### src/rtl/ws2812_receiver.sv
// WS2812 one-wire decoder: captures the first 24 bits (GRB, MSB first) per frame; forwarding under WS2812_RX_FORWARD_EN.
// Latency: valid/r/g/b/err 3 clk after din falls; frame_end 1 clk after the latch low count is hit; dout 3 clk after din.
// Backpressure: none; din is a free-running line and every status output is a single-cycle pulse.
module ws2812_receiver #(
  parameter int HIGH_MIN   = 2,
  parameter int BIT_THRESH = 6,
  parameter int HIGH_MAX   = 12,
  parameter int RESET_LOW  = 500,
  parameter int CNT_W      = 16
) (
  input  logic       clk,
  input  logic       rst,
  input  logic       din,
  output logic       dout,
  output logic [7:0] r,
  output logic [7:0] g,
  output logic [7:0] b,
  output logic       valid,
  output logic       frame_end,
  output logic       err,
  output logic       busy
);

  typedef enum logic [1:0] {WAIT_RESET, IDLE, HIGH, LOW} state_t;

  localparam logic [CNT_W-1:0] ONE  = CNT_W'(1);
  localparam logic [CNT_W-1:0] HMIN = CNT_W'(HIGH_MIN);
  localparam logic [CNT_W-1:0] HMAX = CNT_W'(HIGH_MAX);
  localparam logic [CNT_W-1:0] HSAT = CNT_W'(HIGH_MAX + 1);
  localparam logic [CNT_W-1:0] BTH  = CNT_W'(BIT_THRESH);
  localparam logic [CNT_W-1:0] RLOW = CNT_W'(RESET_LOW);

  state_t           state;
  logic             ds_meta;
  logic             ds;
  logic [CNT_W-1:0] high_cnt;
  logic [CNT_W-1:0] low_cnt;
  logic [CNT_W-1:0] low_inc;
  logic [4:0]       idx;
  logic             captured;
  logic [22:0]      shreg;
  logic             bit_val;
  logic [23:0]      shift_in;
  logic             pulse_bad;

  always_ff @(posedge clk) begin
    if (rst) begin
      ds_meta <= 1'b0;
      ds      <= 1'b0;
    end else begin
      ds_meta <= din;
      ds      <= ds_meta;
    end
  end

  assign low_inc   = (low_cnt == '1) ? low_cnt : low_cnt + ONE;
  assign bit_val   = (high_cnt >= BTH);
  assign shift_in  = {shreg, bit_val};
  assign pulse_bad = (high_cnt < HMIN) || (high_cnt > HMAX);

  // IDLE and LOW are only ever entered on a cycle with ds low, so ds high there is a rising edge.
  always_ff @(posedge clk) begin
    if (rst) begin
      state     <= WAIT_RESET;
      high_cnt  <= '0;
      low_cnt   <= '0;
      idx       <= '0;
      captured  <= 1'b0;
      shreg     <= '0;
      r         <= '0;
      g         <= '0;
      b         <= '0;
      valid     <= 1'b0;
      frame_end <= 1'b0;
      err       <= 1'b0;
      busy      <= 1'b0;
    end else begin
      valid     <= 1'b0;
      frame_end <= 1'b0;
      err       <= 1'b0;
      case (state)
        WAIT_RESET: begin
          if (ds) begin
            low_cnt <= '0;
          end else begin
            low_cnt <= low_inc;
            if (low_inc >= RLOW) state <= IDLE;
          end
        end
        IDLE: begin
          if (ds) begin
            state    <= HIGH;
            high_cnt <= ONE;
            busy     <= 1'b1;
          end
        end
        HIGH: begin
          if (ds) begin
            if (high_cnt < HSAT) high_cnt <= high_cnt + ONE;
          end else begin
            state   <= LOW;
            low_cnt <= ONE;
            if (pulse_bad) begin
              err <= 1'b1;
            end else if (!captured) begin
              shreg <= shift_in[22:0];
              if (idx == 5'd23) begin
                g        <= shift_in[23:16];
                r        <= shift_in[15:8];
                b        <= shift_in[7:0];
                valid    <= 1'b1;
                captured <= 1'b1;
                idx      <= 5'd24;
              end else begin
                idx <= idx + 5'd1;
              end
            end
          end
        end
        LOW: begin
          if (ds) begin
            state    <= HIGH;
            high_cnt <= ONE;
          end else begin
            low_cnt <= low_inc;
            if (low_inc >= RLOW) begin
              // A latch after 1..23 stored bits means the frame was cut short.
              frame_end <= 1'b1;
              err       <= (idx != 5'd0) && (idx < 5'd24);
              idx       <= '0;
              captured  <= 1'b0;
              busy      <= 1'b0;
              state     <= IDLE;
            end
          end
        end
        default: state <= WAIT_RESET;
      endcase
    end
  end

`ifdef WS2812_RX_FORWARD_EN
  always_ff @(posedge clk) begin
    if (rst) begin
      dout <= 1'b0;
    end else begin
      dout <= captured && ((state == HIGH) || (state == LOW)) && ds;
    end
  end
`else
  assign dout = 1'b0;
`endif

endmodule

### config.mk
export PLATFORM = sky130hd
export DESIGN_NAME = ws2812_receiver
export DESIGN_NICKNAME = d
export VERILOG_FILES = /design/src/rtl/ws2812_receiver.sv
export SDC_FILE = /design/constraint.sdc
export NUM_CORES = 1
export LEC_CHECK = 0
export ABC_AREA = 1
export BUFFER_PORTS_ARGS = -buffer_cell sky130_fd_sc_hd__buf_2
export CAP_MARGIN = 10
export CORE_UTILIZATION = 29
export CTS_CLUSTER_SIZE = 12
export DETAILED_ROUTE_END_ITERATION = 8
export GPL_TIMING_DRIVEN = 1
export PLACE_DENSITY = 0.44
export SYNTH_ARGS = -nofsm -noshare
export SYNTH_HDL_FRONTEND = slang
export SYNTH_SLANG_ARGS = --single-unit
### constraint.sdc
create_clock -name clk -period 1.9 [get_ports clk]
set_clock_uncertainty 0.05 [all_clocks]
set_input_delay 0.19 -clock clk [delete_from_list [all_inputs] [get_ports clk]]
set_output_delay 0.19 -clock clk [all_outputs]
set_load 0.01 [all_outputs]
==> summary.txt, run 1 <==
Setup path
  – CP delay by family, top: simple AND/OR/NAND/NOR gates
  – WP data required: about 2.1 ns
  – Crit-path cells: nand4_4, buf_4, nor2_8, nand2_2, o21ai_2, nand3_2, nor2_4, nand4_4, nand2_4, nand2_2, a21oi_2
  – Crit path max-delay cell type: dfxtp_1
  – Crit path capture type: flop
  – Startpoint types: flop
  – Critical Path AT: ~2.2 ns
  – CP max FO: 5
  – CP Class: reg -> reg
  – Largest stage delay, worst path: approximately 0.47 ns
  – Buffers & Inverters on Critical Path: 1

Power and ir drop
  – Power Dens Cells: slightly above 700 mW/mm^2
  – VDD IR max: about 0.49 mV
  – Pwr Total: roughly 0.0038 W
  – Leakage: approximately 2.2 nW

Outcome
  – Status: finished with violations
  – Violated checks: setup timing

Finish
  – Final std cells w/o fill: 809
  – Number of diodes: 0
  – Share of cells above drive strength 1: 0.262
  – Nets: 630
  – Area delta synth->final: 23.6%
  – Filler cell count: ~1,500

Timing
  – Fin Setup TNS: -0.0315 ns
  – Relative slew slack: 0.647
  – Fin. Hold Viols: 0
  – Worst slew pin tran: approximately 0.53 ns
  – Final setup vio count: 4
  – Max Transition Viols Final: 0
  – RSZ-0062 raised after global routing: true
  – Setup ws final: -0.0129 ns
  – Tmin final: between 1.5 and 2 ns
  – Crit share post-route: 1.01
  – Achievable clock frequency: around 520 MHz

Detailed routing
  – Drt wl/cell: between 10 and 15 um
  – Vias per std cell: about 4.6
  – DR DRC count: 0
  – Drt pass-1 iters: 4
  – Final wirelength: 10,200 um
  – First DRT Iteration DRCs: between 100 and 150
  – Antenna viol nets, final: 0
  – Vias: about 3,700

GRT
  – Pin count of the biggest net entering global routing: 31
  – First-pass GRT wire length: between 15,000 and 20,000 um
  – Vias in the first global route: 3,519
  – Remaining Overflow, GRT: 0
  – GRT Util Overall: 0.145
  – Initial antenna violation count: 0

Clock network
  – Root buffer cell: clkbuf_16
  – CTS sink count: between 90 and 100
  – Cts bufs inserted: 9
  – Worst-path clk slew: roughly 0.070 ns
  – CTS tree: yes
  – CTS Buffer Depth: 2
  – Later-pin clock latency in the skew report: around 0.35 ns
  – H-tree level count: 3

Die
  – # rows: 44
  – DIE WIDTH: around 120 um
  – Core area: ~0.014 sq mm
  – I/O Pins: 32
  – Die area: approximately 0.015 sq mm
  – Initial Utilization: 0.296
  – Die height: around 120 um

Placement
  – Routability cong.: just over 0.8
  – Buffers on Ports: 30
  – Placed cells: 790
  – Detailed placement HPWL: approximately 7300 um

Yosys
  – Post-Synthesis Cells: about 570
  – Synth area leader: dfxtp_1
  – EDFF count, synth: 0
  – Fraction of registers with async set or reset after synthesis: 0
  – Distinct cells, synth: 38
  – Top post-synthesis cells by area: dfxtp_1 43%, nand2_1 8.5%, inv_1 6.1%
  – Syn nets: around 570
  – Post-synthesis sequential area ratio: 0.435
  – FF+latch count, synth: 93
  – Post-synth top area share: 0.435
  – Mapped cell area: about 0.0043 sq mm
  – Syn Area/Cell: roughly 7.6 sq um
  – Most used DFF post-synth: dfxtp_1
  – Synth Warn #: 0

Job
  – Max cap viols: 0

Worst hold path
  – Worst Hold Class: in -> reg
## through the flow
step | util | hold WS [ns] | setup slack, ns | cell area [sq um]
after floorplan | - | 0.247 | 0.00628 | 4280
after global placement | 0.333 | 0.351 | -0.0434 | 4820
after detailed placement | 0.333 | 0.346 | -0.0991 | 4820
after CTS | 0.360 | 0.223 | -0.00938 | 5210
after global routing | 0.365 | 0.239 | -0.137 | 5290
final | 0.365 | 0.222 | -0.0129 | 5290
## cell usage after synthesis (2+ instances only)
master,count
a21oi_2,4
nand2_2,11
o21ai_2,11
buf_6,2
o2111ai_1,2
xor2_1,3
inv_1,70
buf_2,3
ha_1,6
nor3_2,2
nand2_4,4
o21ai_0,40
nor2_1,36
dfxtp_1,93
nand3_1,41
nand4_4,2
nor2_4,5
a211oi_1,4
o21bai_1,3
nor3_1,17
inv_2,8
nand2_1,97
o21a_1,2
nor2_2,8
clkbuf_1,15
nand4_1,13
nand3_2,3
a21oi_1,50
## cell type report
cell class,instances,area (sq um),area share
clock buffer,10,229,0.0433
clock inverter,5,62.6,0.0118
inverter,79,302,0.0570
multi-input combinational,371,2130,0.403
sequential,93,1870,0.354
tap,184,230,0.0435
timing repair buffer,67,463,0.0875
## layout by cell type, fill, tap and decap left out, types with 5 or more instances in the layout
cell type,n
clkbuf_16,9
nor3_1,16
buf_4,32
o21ai_2,12
a21oi_1,50
nand3_2,5
nand3_1,38
ha_1,5
nand2_2,17
nand2_1,89
buf_2,30
inv_1,70
nor2_4,11
o21ai_0,39
nor2_1,34
dfxtp_1,85
nand4_1,13
nand2_4,6
inv_2,7
dfxtp_2,8
## per-layer routing
metal  share of wire  GRT usage
met1            0.50      0.191
met2            0.45      0.225
met3           0.041     0.0438
met4          0.0079     0.0422
met5               0          0
## path summary, 6_finish.rpt
check	cells after the start	slack [ns]	end	from
setup / recovery	11	-0.01	idx[3]	low_cnt[9]
hold / removal	4	0.22	captured	rst
setup reg to reg	11	-0.01	idx[3]	low_cnt[9]
hold reg to reg	2	0.35	ds	ds_meta
## registers in the layout, indices dropped and copies added, names as in the netlist, 2 cells and up
| signal | cells |
|---|---|
| high_cnt | 16 |
| r | 8 |
| state | 2 |
| g | 8 |
| shreg | 23 |
| b | 8 |
| idx | 5 |
| low_cnt | 16 |
## kinds of logic (layout without fill, tap and decap cells)
group           count (synthesis)  after routing  synth area share
flops                          93             93             0.435
other cells                     1              1          0.000876
fa+ha+maj                       6              6            0.0175
buf+inv                       102            161            0.0970
compound gates                119            119             0.160
xor+xnor                        4              4           0.00819
simple gates                  240            241             0.281
## power by group
part | switching, W | total (W) | internal (W)
clock | 0.000758 | 0.00177 | 0.00102
combinational | 0.0000593 | 0.0000931 | 0.0000339
sequential | 0.00000908 | 0.00197 | 0.00196
total | 0.000826 | 0.00383 | 0.00301
## worst min-delay path: stages
cell,delay (ns)
buf_2,0.11
inv_1,0.12
nand2_1,0.10
nor2_1,0.05
## repair_timing
action,in CTS,in global routing
hold buffers,1,0
setup buffers,1,1
resized for setup,23,17
cloned,0,1
hold endpoints to repair,1,0
setup endpoints to repair,10,17
pin swaps,12,13
Note: power is estimated with default switching activity, not from simulation.
==> inputs of run 2 (changes only) <==
Settings changed: CELL_PAD_IN_SITES_DETAIL_PLACEMENT set to 0, CELL_PAD_IN_SITES_GLOBAL_PLACEMENT set to 1, PLACE_DENSITY 0.44 to unset, PLACE_DENSITY_LB_ADDON set to 0.1.
==> run 2 against run 1 <==
The run still ends with setup timing left. Design area up 2.0%. Setup slack worse by 0.033 ns. Maximum frequency down 1.7%. Largest cell class unchanged. Highest routed layer unchanged.
==> summary.txt, run 2 (same netlist as run 1, synthesis figures left out) <==
Finish
  – Nets: approximately 650
  – Final std cells w/o fill: between 800 and 900
  – Area delta synth->final: 26.1%
  – Largest Register: shreg
  – Commonest non-fill, non-tap cell in the layout: nand2_1
  – Most frequent cells in the layout: 93 x nand2_1, 85 x dfxtp_1, 70 x inv_1
  – Number of diodes: 0
  – Max FFs per register: 23
  – Regs by FF count: shreg x23, high_cnt x16, low_cnt x16
  – Share of cells above drive strength 1: 0.273

GRT
  – First-pass GRT wire length: roughly 18,000 um
  – Pin count of the biggest net entering global routing: 43
  – GRT Util Overall: 0.154
  – Vias in the first global route: between 3,000 and 4,000
  – Remaining Overflow, GRT: 0
  – Initial antenna violation count: 0

Die
  – Die height: between 100 and 150 um
  – DIE WIDTH: 123 um
  – Initial Utilization: 0.296
  – Core area: ~0.014 sq mm
  – Die area: 0.0152 sq mm
  – # rows: 44
  – I/O Pins: 32

Power and ir drop
  – Leakage: roughly 2.3 nW
  – VDD IR max: ~0.41 mV
  – Power Dens Cells: about 760 mW/mm^2

Placement
  – Detailed placement HPWL: ~7500 um
  – Placed cells: between 800 and 900
  – Buffers on Ports: 30
  – Routability cong.: slightly below 0.8
  – Placement Setup Slack: -0.116 ns

Setup path
  – WP data required: roughly 2.1 ns
  – Startpoint types: flop
  – RR Endpoint: idx[2]
  – CP max FO: 5
  – R2r startpoint: low_cnt[0]
  – R2R setup slack: -0.05 ns
  – Crit path capture type: flop
  – CP Class: reg -> reg
  – R2R depth: 13
  – Critical Path AT: between 2 and 2.5 ns

Timing
  – Max Transition Viols Final: 0
  – Setup ws final: -0.0459 ns
  – Fin. Hold Viols: 0
  – Achievable clock frequency: slightly above 500 MHz
  – Min Hold Slack: roughly 0.032 ns
  – Fin Setup TNS: -0.175 ns
  – Final setup vio count: 7
  – Tmin final: around 1.9 ns
  – RSZ-0062 raised after global routing: true
  – Crit share post-route: 1.02

Clock network
  – Cts bufs inserted: 9
  – Root buffer cell: clkbuf_16
  – CTS tree: yes
  – CTS sink count: 93
  – Later-pin clock latency in the skew report: ~0.35 ns
  – CTS Buffer Depth: 2
  – H-tree level count: 3
  – Worst-path clk slew: about 0.070 ns

Worst hold path
  – Worst Hold Class: in -> reg
  – Hold Startpoint: din
  – Hold worst-path end: ds_meta
  – Hold depth: 3

Detailed routing
  – Drt wl/cell: roughly 13 um
  – Antenna viol nets, final: 0
  – Vias: 3,772
  – Drt pass-1 iters: 5
  – DR DRC count: 0
  – First DRT Iteration DRCs: between 100 and 150
  – Final wirelength: 10,700 um
  – Vias per std cell: 4.57

Outcome
  – Violated checks: setup timing
  – Status: finished with violations

Job
  – Max cap viols: 0
[run 2: cell type report]
type	instances	area, sq um
sequential	93	1870
fill	1537	9080
inverter	79	299
clock buffer	10	239
multi-input combinational	370	2080
timing repair buffer	83	586
clock inverter	6	91.3
tap	184	230
[run 2: critical path, cell delays in order (launching register included)]
cell and delay [ns]:
dfxtp_2 0.35, ha_4 0.15, nand2_2 0.06, nor2_4 0.14, nand2_4 0.10, nor2_8 0.12, nand2_2 0.08, o21ai_4 0.07
nand3_2 0.10, nor2_4 0.17, nand4_4 0.16, nand2_4 0.16, nand2_2 0.06, a21oi_2 0.11
[run 2: what timing repair did]
action,in CTS,in global routing
setup buffers,3,4
endpoints found under the setup margin,11,49
gates resized for setup,11,14
hold buffers,0,0
pin swaps,10,15
[run 2: per-layer routing]
metal,GRT usage,up-vias,wire length (um)
met5,0,-,0
met4,0.0685,0,176
met3,0.0249,11,199
met2,0.237,36,4930
met1,0.212,1746,5370
li1,-,1979,-
[run 2: how the worst max path moves through the flow]
stage | from | endpoint | slack [ns]
6_report | low_cnt[0] | idx[2] | -0.05
5_1_grt | low_cnt[0] | busy | -0.16
4_1_cts | low_cnt[1] | idx[2] | -0.10
3_5_place_dp | low_cnt[0] | idx[0] | -0.12
3_3_place_gp | low_cnt[0] | idx[0] | -0.09
2_1_floorplan | low_cnt[0] | idx[0] | 0.006
[run 2: report_power, final]
group	switching (W)	internal, W
combinational	0.0000598	0.0000324
sequential	0.00000903	0.00196
clock	0.000826	0.00120
total	0.000895	0.00319
[run 2: metrics by stage]
step           utilization  instance area [sq um]  power (W)
2_1_floorplan            -                   4280    0.00206
3_3_place_gp         0.340                   4920    0.00209
3_5_place_dp         0.340                   4920    0.00210
4_1_cts              0.367                   5320    0.00414
5_1_grt              0.373                   5400    0.00424
6_report             0.373                   5400    0.00408
==> inputs of run 3 (changes only) <==
Settings changed: ABC_AREA 1 to 0, CORE_MARGIN set to 8.
==> run 3 against run 2 <==
The flow still finishes with violations (setup timing). Synthesized cell count shrank 8.8%. Largest cell class unchanged. Hold slack worse by 0.015 ns. Sequential share of layout area shrank 6.4 points. Clock power shrank 18%. Non-clock buffer count rose by 60. Critical path depth fell by 2. Setup slack worse by 0.38 ns. Core utilization grew 11 points. First-iteration DRC count rose by 12%. Clock-buffer cell count decreased by 1.
==> summary.txt, run 3 <==
Outcome
  – Status: finished with violations
  – Violated checks: setup timing

Die
  – DIE WIDTH: 135 um
  – Die height: 135 um
  – # rows: 43
  – Initial Utilization: 0.297
  – Die area: roughly 0.018 sq mm
  – Core area: 0.0139 sq mm
  – I/O Pins: 32

GRT
  – Remaining Overflow, GRT: 0
  – First-pass GRT wire length: approximately 20,000 um
  – GRT Util Overall: 0.135
  – Initial antenna violation count: 0
  – Pin count of the biggest net entering global routing: between 50 and 60
  – Vias in the first global route: 4,062

Setup path
  – CP Class: reg -> reg
  – Startpoint types: flop
  – WP data required: 2.14 ns
  – Crit path capture type: flop
  – R2R setup slack: -0.43 ns
  – CP max FO: 6
  – Critical Path AT: between 2 and 3 ns

Yosys
  – Syn Area/Cell: around 8.0 sq um
  – Post-Synthesis Cells: about 520
  – Post-synthesis mux area share: 0.0103
  – Synth Warn #: 0
  – EDFF count, synth: 0
  – Distinct cells, synth: 59
  – Count leader, synth: nand2_1
  – Top cells by count, synth: 106 x nand2_1, 93 x dfxtp_1, 70 x a21oi_1
  – Fraction of registers with async set or reset after synthesis: 0
  – Synth Area in Adders: 0.0182
  – Mapped cell area: slightly above 0.004 sq mm
  – Post-synthesis xor/xnor area fraction: 0.0106
  – Synth Area in Compound Gates: 0.201
  – Post-synth top area share: 0.451
  – Syn nets: 524
  – Post-synthesis sequential area ratio: 0.451
  – Combinational family with the most area after synthesis: simple AND/OR/NAND/NOR gates
  – FF+latch count, synth: 93
  – Most used DFF post-synth: dfxtp_1
  – Top post-synthesis cells by area: dfxtp_1 45%, nand2_1 9.6%, a21oi_1 8.5%
  – Synth area leader: dfxtp_1
  – Synth Area in Simple Gates: 0.263

Placement
  – Placement Setup Slack: -0.632 ns
  – Detailed placement HPWL: 7750 um
  – DP Area: ~0.0051 sq mm
  – Buffers on Ports: 30
  – Routability cong.: 0.806

Finish
  – Most frequent cells in the layout: 80 x buf_4, 76 x dfxtp_1, 49 x a21oi_2, 49 x nand2_4, 41 x nor2_1
  – Nets: 645
  – Max FFs per register: 23
  – Post-route cell area: 0.00669 sq mm
  – Number of diodes: 0
  – Largest Register: shreg
  – Regs by FF count: shreg x23, high_cnt x16, low_cnt x16
  – Area delta synth->final: 62.2%
  – Share of cells above drive strength 1: 0.546
  – Commonest non-fill, non-tap cell in the layout: buf_4

Clock network
  – Cts bufs inserted: 9
  – CTS Buffer Depth: 2
  – CTS tree: yes
  – Root buffer cell: clkbuf_16
  – Worst-path clk slew: 0.07 ns
  – Later-pin clock latency in the skew report: approximately 0.34 ns
  – CTS sink count: 93
  – H-tree level count: 3

Detailed routing
  – Vias per std cell: ~5
  – First DRT Iteration DRCs: 158
  – Drt wl/cell: about 15 um
  – DR DRC count: 0
  – Final wirelength: roughly 12,000 um
  – Antenna viol nets, final: 0
  – Vias: 4,090
  – Drt pass-1 iters: 4

Power and ir drop
  – Leakage: about 3 nW
  – Power Dens Cells: about 560 mW/mm^2
  – VDD IR max: roughly 0.44 mV

Timing
  – Final setup vio count: 66
  – Crit share post-route: 1.22
  – Achievable clock frequency: 430 MHz
  – Fin. Hold Viols: 0
  – Setup ws final: -0.425 ns
  – Max Transition Viols Final: 0
  – Worst slew pin tran: approximately 0.56 ns
  – Relative slew slack: 0.628
  – RSZ-0062 raised after global routing: true
  – Tmin final: between 2 and 2.5 ns

Worst hold path
  – Worst Hold Class: in -> reg

Job
  – Max cap viols: 0
-- run 3: cell count changes in the layout (fill, tap and decap cells not counted), moves of 9 or more --
cell / change
buf_4: +30
o21ai_0: -28
a21oi_2: +45
dfxtp_1: -9
o21ai_2: -9
a21oi_1: -29
inv_1: -58
buf_6: +20
nand3_1: -32
nand4_1: -9
nand2_1: -54
nand2_4: +46
-- run 3: worst max-delay path, cell delays in order (launching register included) --
cell and delay, ns:
dfxtp_4 0.36, buf_4 0.11, nand4_1 0.20, buf_4 0.22, nor4_4 0.17, xnor2_1 0.15, nand4b_1 0.17, a211oi_4 0.24
buf_6 0.17, a21oi_4 0.09, mux2_4 0.29, nor2_2 0.07
-- run 3: what timing repair did --
item	CTS	global route
cloned	5	1
endpoints found under the setup margin	80	84
resized for setup	105	183
hold buffers	0	0
buffers inserted	18	17
pin swaps	61	78
-- run 3: logic make-up after synthesis --
| logic type | count (synthesis) |
|---|---|
| fa+ha+maj | 6 |
| compound gates | 133 |
| other cells | 1 |
| flops | 93 |
| buf+inv | 45 |
| mux | 4 |
| simple gates | 228 |
| xor+xnor | 5 |
-- run 3: where the power goes --
group | internal [W] | switching, W | leakage (nW)
Combinational | 0.0000492 | 0.0000801 | 2.05
Clock | 0.000877 | 0.000780 | 0.124
Sequential | 0.00195 | 0.0000101 | 0.759
-- run 3: per-layer routing --
layer  track usage  vias to the layer above  wire length (um)
met5             0                        -                 0
li1              -                     2045                 -
met2         0.218                       40              5970
met3        0.0289                       10               364
met4        0.0512                        0               144
met1         0.172                     1995              5950
-- run 3: area by class of cell --
class	instances	area, sq um
clock buffer	9	225
multi-input combinational	377	3030
fill	1363	7190
tap	180	225
clock inverter	5	37.5
sequential	93	1890
inverter	12	45.0
timing repair buffer	143	1230
-- run 3: final timing paths --
check / start / end / cells past startpoint
max: low_cnt[0] / idx[0] / 11
min: din / ds_meta / 2
max reg2reg: low_cnt[0] / idx[0] / 11
min reg2reg: ds_meta / ds / 1
-- run 3: per-stage QoR --
| step | instances | utilization | hold slack, ns | setup TNS (ns) | total power [W] |
|---|---|---|---|---|---|
| after detailed placement | 773 | 0.366 | 0.365 | -14.58 | 0.00212 |
| after floorplan | 515 | - | 0.268 | -6.31 | 0.00207 |
| after CTS | 810 | 0.430 | 0.00757 | -10.46 | 0.00380 |
| after global routing | 819 | 0.482 | 0.0149 | -17.77 | 0.00391 |
| after global placement | 773 | 0.366 | 0.355 | -13.90 | 0.00212 |
| final | 819 | 0.482 | 0.0172 | -9.37 | 0.00375 |
